**config.mk**
```make
export PLATFORM = sky130hd
export DESIGN_NAME = bwt_mem_req_serializer
export DESIGN_NICKNAME = d
export VERILOG_FILES = /design/src/rtl/bwt_mem_req_serializer.sv
export SDC_FILE = /design/constraint.sdc
export NUM_CORES = 1
export LEC_CHECK = 0
export CAP_MARGIN = 20
export CORE_ASPECT_RATIO = 1.4
export CORE_MARGIN = 5
export CORE_UTILIZATION = 51
export DETAILED_ROUTE_END_ITERATION = 10
export GPL_TIMING_DRIVEN = 1
export MAX_ROUTING_LAYER = met4
export PLACE_DENSITY = 0.68
export SLEW_MARGIN = 20
export SYNTH_ARGS = -nofsm -noshare
export SYNTH_HDL_FRONTEND = slang
export SYNTH_SLANG_ARGS = --single-unit
```
**constraint.sdc**
```tcl
create_clock -name clk -period 13 [get_ports clk]
set_input_delay 2.6 -clock clk [delete_from_list [all_inputs] [get_ports clk]]
set_output_delay 2.6 -clock clk [all_outputs]
set_load 0.02 [all_outputs]
```
**src/rtl/bwt_mem_req_serializer.sv**
```systemverilog
// ----------------------------------------------------------------------------
// bwt_mem_req_serializer
//
// Buffers k/l line-address pairs from the backward data path in a FIFO.
// Each pair is turned into one or two single-address, tagged memory
// transactions. A pair whose two addresses name the same line is collapsed
// into one transaction that serves both k and l.
//
// Handshake: a transaction transfers on a cycle where mem_req_valid and
// mem_req_ready are both 1. While valid is high and ready is low, addr and
// tag hold steady, and valid only drops after a transfer or on reset.
//
// Ports
//   clk, rst        clock; synchronous active-high reset
//   request_valid   upstream issues an (addr_k, addr_l, read_num) pair
//   addr_k, addr_l  line addresses for the k and l occurrence counts
//   read_num        read tag carried into the transaction tag
//   stall_req       registered almost-full flag, stalls the pipeline
//   mem_req_valid   transaction valid
//   mem_req_addr    transaction line address
//   mem_req_tag     {read_num, sel (0=k, 1=l), dup (1=serves k and l)}
//   mem_req_ready   memory accepts the transaction
//   overflow_err    sticky: a pair arrived while the FIFO was full
//   issued_cnt      accepted transactions, wraps at 2^32
//   dup_cnt         collapsed pairs, wraps at 2^32
// ----------------------------------------------------------------------------
module bwt_mem_req_serializer #(
    parameter int DEPTH     = 16,
    parameter int AF_MARGIN = 4,
    parameter int ADDR_W    = 42,
    parameter int RN_W      = 9
) (
    input  logic              clk,
    input  logic              rst,
    input  logic              request_valid,
    input  logic [ADDR_W-1:0] addr_k,
    input  logic [ADDR_W-1:0] addr_l,
    input  logic [RN_W-1:0]   read_num,
    output logic              stall_req,
    output logic              mem_req_valid,
    output logic [ADDR_W-1:0] mem_req_addr,
    output logic [RN_W+1:0]   mem_req_tag,
    input  logic              mem_req_ready,
    output logic              overflow_err,
    output logic [31:0]       issued_cnt,
    output logic [31:0]       dup_cnt
);

    localparam int PTR_W = $clog2(DEPTH);
    localparam int CNT_W = PTR_W + 1;

    typedef struct packed {
        logic [RN_W-1:0]   rn;
        logic [ADDR_W-1:0] addr_k;
        logic [ADDR_W-1:0] addr_l;
        logic              dup;
    } entry_t;

    typedef enum logic [1:0] {
        IDLE   = 2'd0,
        SEND_K = 2'd1,
        SEND_L = 2'd2
    } state_t;

    entry_t            mem_q [DEPTH];
    logic [PTR_W-1:0]  wr_ptr_q, rd_ptr_q;
    logic [CNT_W-1:0]  count_q, count_d;
    state_t            state_q, state_d;
    logic              stall_q, overflow_q;
    logic [31:0]       issued_q, dup_q;

    entry_t            head;
    logic              full, push, pop, xfer;

    assign head = mem_q[rd_ptr_q];
    assign full = (count_q == CNT_W'(DEPTH));
    // A pair arriving while full is dropped even if a pop happens this cycle.
    assign push = request_valid && !full;
    assign xfer = mem_req_valid && mem_req_ready;
    // The head entry retires on its last transaction: l, or the collapsed k.
    assign pop  = xfer && ((state_q == SEND_L) || (state_q == SEND_K && head.dup));

    always_comb begin
        count_d = count_q;
        if (push && !pop) begin
            count_d = count_q + 1'b1;
        end else if (!push && pop) begin
            count_d = count_q - 1'b1;
        end
    end

    // FIFO storage carries no reset; validity is tracked by count_q.
    always_ff @(posedge clk) begin
        if (push) begin
            mem_q[wr_ptr_q] <= '{rn: read_num, addr_k: addr_k, addr_l: addr_l,
                                 dup: (addr_k == addr_l)};
        end
    end

    always_ff @(posedge clk) begin
        if (rst) begin
            wr_ptr_q   <= '0;
            rd_ptr_q   <= '0;
            count_q    <= '0;
            stall_q    <= 1'b0;
            overflow_q <= 1'b0;
            issued_q   <= '0;
            dup_q      <= '0;
        end else begin
            if (push) wr_ptr_q <= wr_ptr_q + 1'b1;
            if (pop)  rd_ptr_q <= rd_ptr_q + 1'b1;
            count_q <= count_d;
            stall_q <= (count_d >= CNT_W'(DEPTH - AF_MARGIN));
            if (request_valid && full) overflow_q <= 1'b1;
            if (xfer) issued_q <= issued_q + 32'd1;
            if (pop && state_q == SEND_K) dup_q <= dup_q + 32'd1;
        end
    end

    // FSM: state register
    always_ff @(posedge clk) begin
        if (rst) begin
            state_q <= IDLE;
        end else begin
            state_q <= state_d;
        end
    end

    // FSM: next state. After a pop, count_d already includes any same-cycle
    // push, so the next entry starts with no bubble.
    always_comb begin
        state_d = state_q;
        case (state_q)
            IDLE: begin
                if (count_q != '0) state_d = SEND_K;
            end
            SEND_K: begin
                if (mem_req_ready) begin
                    if (head.dup) begin
                        state_d = (count_d != '0) ? SEND_K : IDLE;
                    end else begin
                        state_d = SEND_L;
                    end
                end
            end
            SEND_L: begin
                if (mem_req_ready) begin
                    state_d = (count_d != '0) ? SEND_K : IDLE;
                end
            end
            default: state_d = IDLE;
        endcase
    end

    // FSM: outputs. Address and tag are forced to zero when idle.
    always_comb begin
        mem_req_valid = 1'b0;
        mem_req_addr  = '0;
        mem_req_tag   = '0;
        case (state_q)
            SEND_K: begin
                mem_req_valid = 1'b1;
                mem_req_addr  = head.addr_k;
                mem_req_tag   = {head.rn, 1'b0, head.dup};
            end
            SEND_L: begin
                mem_req_valid = 1'b1;
                mem_req_addr  = head.addr_l;
                mem_req_tag   = {head.rn, 1'b1, 1'b0};
            end
            default: ;
        endcase
    end

    assign stall_req    = stall_q;
    assign overflow_err = overflow_q;
    assign issued_cnt   = issued_q;
    assign dup_cnt      = dup_q;

endmodule

```
==> metrics.cfg, run 1 <==
[sta]
tightest_slew_ns=1.140
clock_skew_ns=0.02868
setup_violations=0
setup_tns_ns=0
drv_slew=0
finalHoldViolations=0
whs_ns=0.5010
timing.final.crit_share_pct=59.33
fmax_mhz=129.7
rsz0062_at_grt=false
fin_crit_ns=7.713
maxSlewHeadroom_pct=23.81
postLayoutSetupSlackWorst_ns=5.287

[pwr]
p_clk_share_pct=39.7
power.ir.vdd_worst_mv=0.1491
total_power_mw=10.47
p_sw_mw=2.226
power_frac_comb_pct=6.1
seqPwrFrac_pct=54.3
internal-power_mw=8.248
p_per_area_nw_per_um2=149.1
p_leak_nw=20.88
sw_frac_of_total_pct=21.25

[floorplan]
rows=150
die_area_um2=127200
placeableCoreArea_um2=119400
io-pin-count=217
initial_core_util_pct=51.32
fp.dieW_um=302.9
die_h_um=420.1

[finish]
fillers=8366
final_area_um2=70240
area_growth_pct=14.68
drive_above_1_share_pct=24.23
fin_nets=3084

[grt]
grt_usage_pct=23.12
grt_max_degree=106
grt_pass1_wl_mm=205.6
grt_overflow=0
first_global_vias=29980
antenna_found_initial=21

[worst_setup_path]
startpoint_type=flip-flop
reg2regPathDepth=7
crit_type=flip-flop to primary output
cp-end-kind=primary output
worstPathRequired_ns=10.40
cp_max_fo=56
crit_arrival_ns=5.11

[yosys]
synth_fp_nets=2817
yosysSeqAreaShare_pct=76.51
synth_edf_count=1504
ys_types=53
yosysWarnings=0
synthFlopType=edfxtp_1
synthCells=2706
async_reset_ff_share_pct=0
synth_area_um2=61250
yosys.area.top_type_share_pct=73.73
synth.area.top_cells=edfxtp_1 (74%), mux4_2 (17%), dfxtp_1 (2.8%)
synth_top_cell_by_area=edfxtp_1
syn-mean-instance-area_um2=22.64
synth-seq-cells=1589

[clock_tree]
cts_hold_buf=0
root_buffer=clkbuf_16
cts_setup_buffers=0
cts-resized-gates=0
clock-sinks=1589
cts_tree=yes
numCtsBuffers=147
h-tree-depth=4
cts_buffer_depth=3
clk_latency_ns=0.77
clkTransAtPathRegs_ns=0.06

[detailed_routing]
drt-vias-per-instance=6.155
drcViolationCount=0
dr.pass1.iters=5
wl_per_cell_um=29.93
via_count=28970
final_antenna_net_count=0
finalWirelength_mm=140.9
drtIter0Drc=3177

[place]
gp_congestion=0.7821
hpwl_mm=68.62
placed_cell_area_um2=65510
dp_slack_ns=5.705
portBuffers=216

[run_status]
status=complete, no violations

[min_path]
worstHoldPathType=flip-flop to flip-flop
hold_depth=2

[flow_run]
drv_cap=0

[registers in the layout, summed over array words and instances (netlist names), named ones only]
signal        flops
mem_q          1504
dup_cnt          32
issued_cnt       32
count_q           5
rd_ptr_q          4
wr_ptr_q          4
state_q           2
overflow_err      1
stall_req         1
[cells in the mapped netlist (2+ instances only)]
cell type     n
xnor2_1      57
nand2_1      39
nor2_1       86
buf_2        27
o21ai_0      11
nor3_1       16
inv_1        18
a22oi_1      42
or3_1        12
and4_1        3
mux2i_1       2
xor2_1       45
nand3_1      21
clkbuf_1     93
and3_1        8
mux4_2      470
dfxtp_1      85
a21oi_1      15
o21ai_1       2
and3b_1       2
nor4_1        9
buf_1        18
nor2b_1      52
nand2b_1      5
ha_1         14
edfxtp_1   1504
nand4_1      24
[cell families after synthesis]
| family | Yosys count | synth area share, % |
|---|---|---|
| xor gates and xnor gates | 102 | 1.458 |
| adders and majority gates | 14 | 0.2860 |
| muxes | 472 | 17.31 |
| buffers and inverters | 156 | 1.011 |
| DFF | 1589 | 76.51 |
| and+or+nand+nor | 286 | 2.388 |
| AOI/OAI and AO/OA | 87 | 1.032 |
[power groups by stage]
stage / Sequential, mW / Combinational [mW] / Clock (mW)
CTS: 5.69 / 0.643 / 4.24
finish: 5.69 / 0.634 / 4.15
floorplan: 5.80 / 0.343 / 0
global route: 5.69 / 0.671 / 4.45
global placement: 5.79 / 0.625 / 0
detailed placement: 5.80 / 0.640 / 0
[routing by layer]
layer / part of all wire, % / GRT usage, % / vias up / wire, um
met5: 0 / - / - / 0
met4: 2.7 / 6.953 / 0 / 3827
met3: 7.0 / 4.713 / 214 / 9902
met2: 51 / 37.15 / 1143 / 71310
met1: 40 / 30.48 / 15650 / 55830
li1: - / - / 11960 / -
[critical path, cell delays in order (launching register included)]
cell             delay (ns)
dfxtp_4                0.95
buf_4                  0.80
buf_4                  0.77
mux4_2                 0.41
mux4_2                 0.52
a22oi_1                0.20
nor2b_1                0.08
clkdlybuf4s50_1        0.54
[cell type report]
class	instances	area [um2]	area share, %
sequential	1589	46880	66.74
multi-input combinational	961	13930	19.83
clock buffer	180	3951	5.625
timing repair buffer	256	2680	3.815
tap	1596	1997	2.843
clock inverter	87	688.2	0.9797
inverter	18	67.56	0.09619
antenna	19	47.55	0.06769
[placed cells by master, fill, tap and decap left out, types with 38 or more instances in the layout]
| master | synthesis | final |
|---|---|---|
| mux4_2 | 470 | 470 |
| dfxtp_1 | 85 | 81 |
| a22oi_1 | 42 | 42 |
| xnor2_1 | 57 | 56 |
| clkbuf_16 | 0 | 154 |
| nor2b_1 | 52 | 52 |
| nand2_1 | 39 | 39 |
| nor2_1 | 86 | 74 |
| clkdlybuf4s50_1 | 0 | 215 |
| xor2_1 | 45 | 45 |
| clkinv_1 | 0 | 38 |
| edfxtp_1 | 1504 | 1504 |
[path summary, 6_finish.rpt]
path | endpoint | start | slack, ns
max | mem_req_addr[40] | flip-flop | 5.29
min | issued_cnt[16]$_SDFFE_PP0P_ | issued_cnt[16]$_SDFFE_PP0P_ | 0.50
max reg2reg | mem_q[11][23]$_DFFE_PP_ | count_q[0]$_SDFF_PP0_ | 8.73
min reg2reg | issued_cnt[16]$_SDFFE_PP0P_ | issued_cnt[16]$_SDFFE_PP0P_ | 0.50
[per-stage QoR]
step | util, % | std cells
final | 58.85 | 4706
after global routing | 58.85 | 4706
after CTS | 58.77 | 4686
after detailed placement | 54.88 | 4419
after global placement | 54.85 | 4418
after floorplan | - | 2706
(Power assumes the default switching activity.)
==> run 2, diff against run 1 <==
==> constraint.sdc (replaced) <==
create_clock -name clk -period 7.3 [get_ports clk]
set_input_delay 1.46 -clock clk [delete_from_list [all_inputs] [get_ports clk]]
set_output_delay 1.46 -clock clk [all_outputs]
set_load 0.02 [all_outputs]
==> run 2 against run 1 <==
  * Power grew 78%
  * Clock power grew 79%
  * Clock-buffer cell count is 14 higher
  * Die area unchanged
  * Critical endpoint is now mem_req_addr[21]
  * Largest cell class unchanged
==> metrics.cfg, run 2 (synthesis results as in run 1) <==
[finish]
final_common_cell=edfxtp_1
top_register=mem_q
largest_register_ffs=1504  ; unchanged
area_growth_pct=14.95
drive_above_1_share_pct=24.56  ; +0.33 points
fin_nets=3097  ; +0.42%
final_cell_mix=edfxtp_1 (1504), mux4_2 (470), clkdlybuf4s50_1 (215), clkbuf_16 (153), dfxtp_1 (81)
final_core_util_pct=58.99  ; +0.14 points

[min_path]
hold_depth=2  ; unchanged
hp-start=dup_cnt[29]$_SDFFE_PP0P_
worstHoldPathType=flip-flop to flip-flop
whs_endpoint=dup_cnt[29]$_SDFFE_PP0P_

[sta]
postLayoutSetupSlackWorst_ns=1.258  ; -4.029 ns
rsz0062_at_grt=false
drv_slew=0  ; unchanged
setup_violations=0  ; unchanged
finalHoldViolations=0  ; unchanged
setup_tns_ns=0  ; unchanged
timing.final.crit_share_pct=82.76
fmax_mhz=165.5
maxSlewHeadroom_pct=22.61  ; -1.2 points
clock_skew_ns=0.02609  ; -0.002584 ns
tightest_slew_ns=1.161  ; +0.02065 ns
fin_crit_ns=6.042

[detailed_routing]
dr.pass1.iters=7  ; +2
drt-vias-per-instance=6.092  ; -1.0%
drtIter0Drc=2855  ; -10%
final_antenna_net_count=0  ; unchanged
via_count=28770  ; -0.68%
wl_per_cell_um=29.90  ; -0.12%
finalWirelength_mm=141.2  ; +0.22%
drcViolationCount=0  ; unchanged

[clock_tree]
cts_hold_buf=0  ; unchanged
cts-resized-gates=0  ; unchanged
root_buffer=clkbuf_16
clock-sinks=1589  ; unchanged
cts_tree=yes
cts_setup_buffers=0  ; unchanged
clkTransAtPathRegs_ns=0.06  ; about the same
cts_buffer_depth=3  ; unchanged
numCtsBuffers=148  ; +0.68%
h-tree-depth=4  ; unchanged
clk_latency_ns=0.77  ; about the same

[floorplan]
die_h_um=420.1  ; unchanged
io-pin-count=217  ; unchanged
placeableCoreArea_um2=119400  ; unchanged
fp.dieW_um=302.9  ; unchanged
die_area_um2=127200  ; unchanged
rows=150  ; unchanged
initial_core_util_pct=51.32  ; unchanged

[grt]
grt_usage_pct=23.23  ; +0.11 points
grt_overflow=0  ; unchanged
grt_max_degree=121  ; +14%
antenna_found_initial=19  ; -9.5%
grt_pass1_wl_mm=207.0  ; +0.71%
first_global_vias=30210  ; +0.76%

[place]
dp_slack_ns=1.955  ; -3.750 ns
gp_congestion=0.7695  ; -1.6%
hpwl_mm=71.94  ; +4.8%
portBuffers=216  ; unchanged

[run_status]
status=complete, no violations

[worst_setup_path]
r2r_slack_ns=3.34  ; -5.39 ns
startpoint_type=flip-flop
r2r-start=count_q[0]$_SDFF_PP0_
crit_arrival_ns=4.58  ; -0.53 ns
cp-end-kind=primary output
cp_max_fo=35  ; -38%
reg2regPathDepth=7  ; unchanged
worstPathRequired_ns=5.84  ; -4.56 ns
crit_type=flip-flop to primary output
r2r-end=mem_q[15][14]$_DFFE_PP_

[flow_run]
drv_cap=0  ; unchanged

[pwr]
p_per_area_nw_per_um2=265.5  ; +78%
p_leak_nw=20.94  ; +0.27%
power.ir.vdd_worst_mv=0.2452  ; +64%
total_power_mw=18.69  ; +78%

run 2: cell types whose count changed in the layout (fill, tap and decap cells not counted), sizes merged:
cell / change
inv: +4
clkinvlp: -2
clkbuf: +14
buf: +12
clkinv: -11
bufinv: -1
run 2: layer usage:
layer	vias up	global-route usage [%]	share of wire, %
li1	11980	-	-
met4	0	5.767	2.3
met3	164	4.264	6.5
met2	1050	38.30	52
met5	-	-	0
met1	15570	30.60	39
run 2: worst max-delay path by stage:
stage,startpoint,end,slack (ns)
2_1_floorplan,request_valid,mem_q[15][0]$_DFFE_PP_,0.91
3_3_place_gp,flip-flop,mem_req_addr[21],1.98
3_5_place_dp,flip-flop,mem_req_addr[28],1.96
4_1_cts,flip-flop,mem_req_addr[28],1.12
5_1_grt,flip-flop,mem_req_addr[28],0.90
6_report,flip-flop,mem_req_addr[21],1.26
run 2: cell type report:
type	instances	area, um2
Fill cell	8461	48950
Timing Repair Buffer	268	2848
Tap cell	1596	1997
Antenna cell	19	47.55
Clock buffer	194	4003
Multi-Input combinational cell	961	13950
Sequential cell	1589	46880
Inverter	18	67.56
Clock inverter	77	623.1
run 2: critical path, cell delays in order (launching register included):
cell	delay [ns]
dfxtp_4	0.86
buf_4	0.58
buf_4	0.36
mux4_2	0.53
mux4_2	0.48
a22oi_1	0.30
nor2b_1	0.09
clkdlybuf4s50_1	0.55
run 2: stage by stage:
step | instance area (um2) | cells | hold slack (ns)
floorplan | 61270 | 2706 | 0.4647
global placement | 65730 | 4432 | 0.4778
detailed placement | 65730 | 4432 | 0.4936
CTS | 70360 | 4703 | 0.5067
global route | 70410 | 4720 | 0.5187
finish | 70410 | 4722 | 0.5088
run 2: power by group:
group | switching (mW) | internal, mW | total, mW
Combinational | 0.682 | 0.465 | 1.15
Sequential | 0.0438 | 10.1 | 10.1
Clock | 3.28 | 4.14 | 7.42
==> run 3, diff against run 2 <==
--- a/config.mk
+++ b/config.mk
@@ -12,7 +12,7 @@
 export DETAILED_ROUTE_END_ITERATION = 10
 export GPL_TIMING_DRIVEN = 1
 export MAX_ROUTING_LAYER = met4
-export PLACE_DENSITY = 0.68
+export PLACE_DENSITY = 0.71
 export SLEW_MARGIN = 20
 export SYNTH_ARGS = -nofsm -noshare
 export SYNTH_HDL_FRONTEND = slang
==> constraint.sdc (replaced) <==
create_clock -name clk -period 5.36 [get_ports clk]
set_input_delay 1.072 -clock clk [delete_from_list [all_inputs] [get_ports clk]]
set_output_delay 1.072 -clock clk [all_outputs]
set_load 0.02 [all_outputs]
==> run 3 against run 2 <==
  * First-iteration DRC count rose by 20%
  * Clock-buffer cell count fell by 25
  * Hold slack got worse by 0.0045 ns
  * Register-to-register slack got worse by 1.7 ns
  * Design area rose by 0.23%
  * Utilization rose by 0.13 points
  * Final cell count barely moved
  * Die area did not move
==> metrics.cfg, run 3 (synthesis results as in run 1) <==
[worst_setup_path]
slowest_stage=mux4_2
cp-end-kind=primary output
worstPathRequired_ns=4.29  ; -1.55 ns
max_stage_delay_ns=0.54  ; -0.32 ns
cp_cell_sequence=buf_12, buf_12, mux4_2, mux4_2, a22oi_1, nor2b_1, clkdlybuf4s50_1
crit_type=flip-flop to primary output
startpoint_type=flip-flop
crit_arrival_ns=3.83  ; -0.75 ns
cp_max_fo=35  ; unchanged

[clock_tree]
root_buffer=clkbuf_16
cts_tree=yes
h-tree-depth=4  ; unchanged
numCtsBuffers=144  ; -2.7%
cts_setup_buffers=0  ; unchanged
cts_buffer_depth=3  ; unchanged
cts-resized-gates=0  ; unchanged
clock-sinks=1589  ; unchanged
clk_latency_ns=0.77  ; about the same
cts_hold_buf=0  ; unchanged
clkTransAtPathRegs_ns=0.06  ; about the same

[floorplan]
io-pin-count=217  ; unchanged
initial_core_util_pct=51.32  ; unchanged
fp.dieW_um=302.9  ; unchanged
rows=150  ; unchanged
placeableCoreArea_um2=119400  ; unchanged
die_area_um2=127200  ; unchanged
die_h_um=420.1  ; unchanged

[place]
hpwl_mm=73.66  ; +2.4%
dp_slack_ns=1.194  ; -0.7617 ns
portBuffers=216  ; unchanged
gp_congestion=0.7823  ; +1.7%
placed_cell_area_um2=66040  ; +0.47%

[pwr]
p_per_area_nw_per_um2=358.4  ; +35%
power.ir.vdd_worst_mv=0.3083  ; +26%
total_power_mw=25.29  ; +35%
p_leak_nw=20.99  ; +0.25%

[detailed_routing]
finalWirelength_mm=142.6  ; +1.0%
dr.pass1.iters=5  ; -2
drtIter0Drc=3426  ; +20%
final_antenna_net_count=0  ; unchanged
drcViolationCount=0  ; unchanged
drt-vias-per-instance=6.189  ; +1.6%
via_count=29230  ; +1.6%
wl_per_cell_um=30.20  ; +1.0%

[sta]
clock_skew_ns=0.02992  ; +0.003825 ns
drv_slew=0  ; unchanged
tightest_slew_ns=0.9402  ; -0.2206 ns
rsz0062_at_grt=false
finalHoldViolations=0  ; unchanged
postLayoutSetupSlackWorst_ns=0.4623  ; -0.7961 ns
fin_crit_ns=4.898
fmax_mhz=204.2
timing.final.crit_share_pct=91.38
maxSlewHeadroom_pct=37.32  ; +15 points
setup_violations=0  ; unchanged

[finish]
area_growth_pct=15.21
drive_above_1_share_pct=24.89  ; +0.33 points
final_area_um2=70570  ; +0.23%
fillers=8255  ; -2.4%
final_common_cell=edfxtp_1
final_cell_mix=edfxtp_1 (1504), mux4_2 (470), clkdlybuf4s50_1 (215), clkbuf_16 (147), dfxtp_1 (81)
final_core_util_pct=59.12  ; +0.13 points
largest_register_ffs=1504  ; unchanged
top_register=mem_q
fin_nets=3110  ; +0.42%

[grt]
grt_pass1_wl_mm=208.5  ; +0.74%
grt_usage_pct=23.37  ; +0.15 points
grt_overflow=0  ; unchanged
grt_max_degree=121  ; unchanged
antenna_found_initial=23  ; +4
first_global_vias=30010  ; -0.65%

[run_status]
status=complete, no violations

[min_path]
worstHoldPathType=flip-flop to flip-flop

[flow_run]
drv_cap=0  ; unchanged

[run 3: routing by layer]
metal / GRT usage [%] / share of wire, %
met1: 30.89 / 38
met2: 38.54 / 52
met3: 4.429 / 8.5
met4: 5.385 / 2.1
met5: - / 0
[run 3: metrics by stage]
stage,hold WS [ns],cells,TNS (ns)
final,0.5043,4723,0
after global routing,0.5241,4722,0
after CTS,0.5039,4706,0
after detailed placement,0.4951,4449,0
after global placement,0.4760,4448,0
after floorplan,0.4647,2706,-783.15
[run 3: worst paths after layout]
| path | startpoint | endpoint | slack (ns) | cells after the start |
|---|---|---|---|---|
| worst max-delay path | flip-flop | mem_req_addr[25] | 0.46 | 7 |
| worst min-delay path | dup_cnt[29]$_SDFFE_PP0P_ | dup_cnt[29]$_SDFFE_PP0P_ | 0.50 | 2 |
| worst max register to register | state_q[0]$_SDFFE_PP0P_ | issued_cnt[31]$_SDFFE_PP0P_ | 1.67 | 10 |
| worst min register to register | dup_cnt[29]$_SDFFE_PP0P_ | dup_cnt[29]$_SDFFE_PP0P_ | 0.50 | 2 |
[run 3: cell type report]
class / instances / area [um2] / share of cell area, %
diodes: 17 / 42.54 / 0.06028
clock inverters: 88 / 728.2 / 1.032
clock buffers: 169 / 3761 / 5.330
multi-input cells: 961 / 13950 / 19.77
repair buffers: 285 / 3146 / 4.457
well taps: 1596 / 1997 / 2.830
inverters: 18 / 67.56 / 0.09574
flip-flops and latches: 1589 / 46880 / 66.43
[run 3: report_power, final]
group	total, mW	internal, mW	switching [mW]
Clock	9.91	5.52	4.39
Sequential	13.8	13.7	0.0529
Combinational	1.60	0.650	0.948
Total	25.3	19.9	5.39
[run 3: worst max-delay path: cells and delay by family, from the launching register on]
family          cells  cell delay (ns)
mux                 2             1.01
compound gates      1             0.29
flops               1             0.46
buf+inv             3             1.15
simple gates        1             0.08
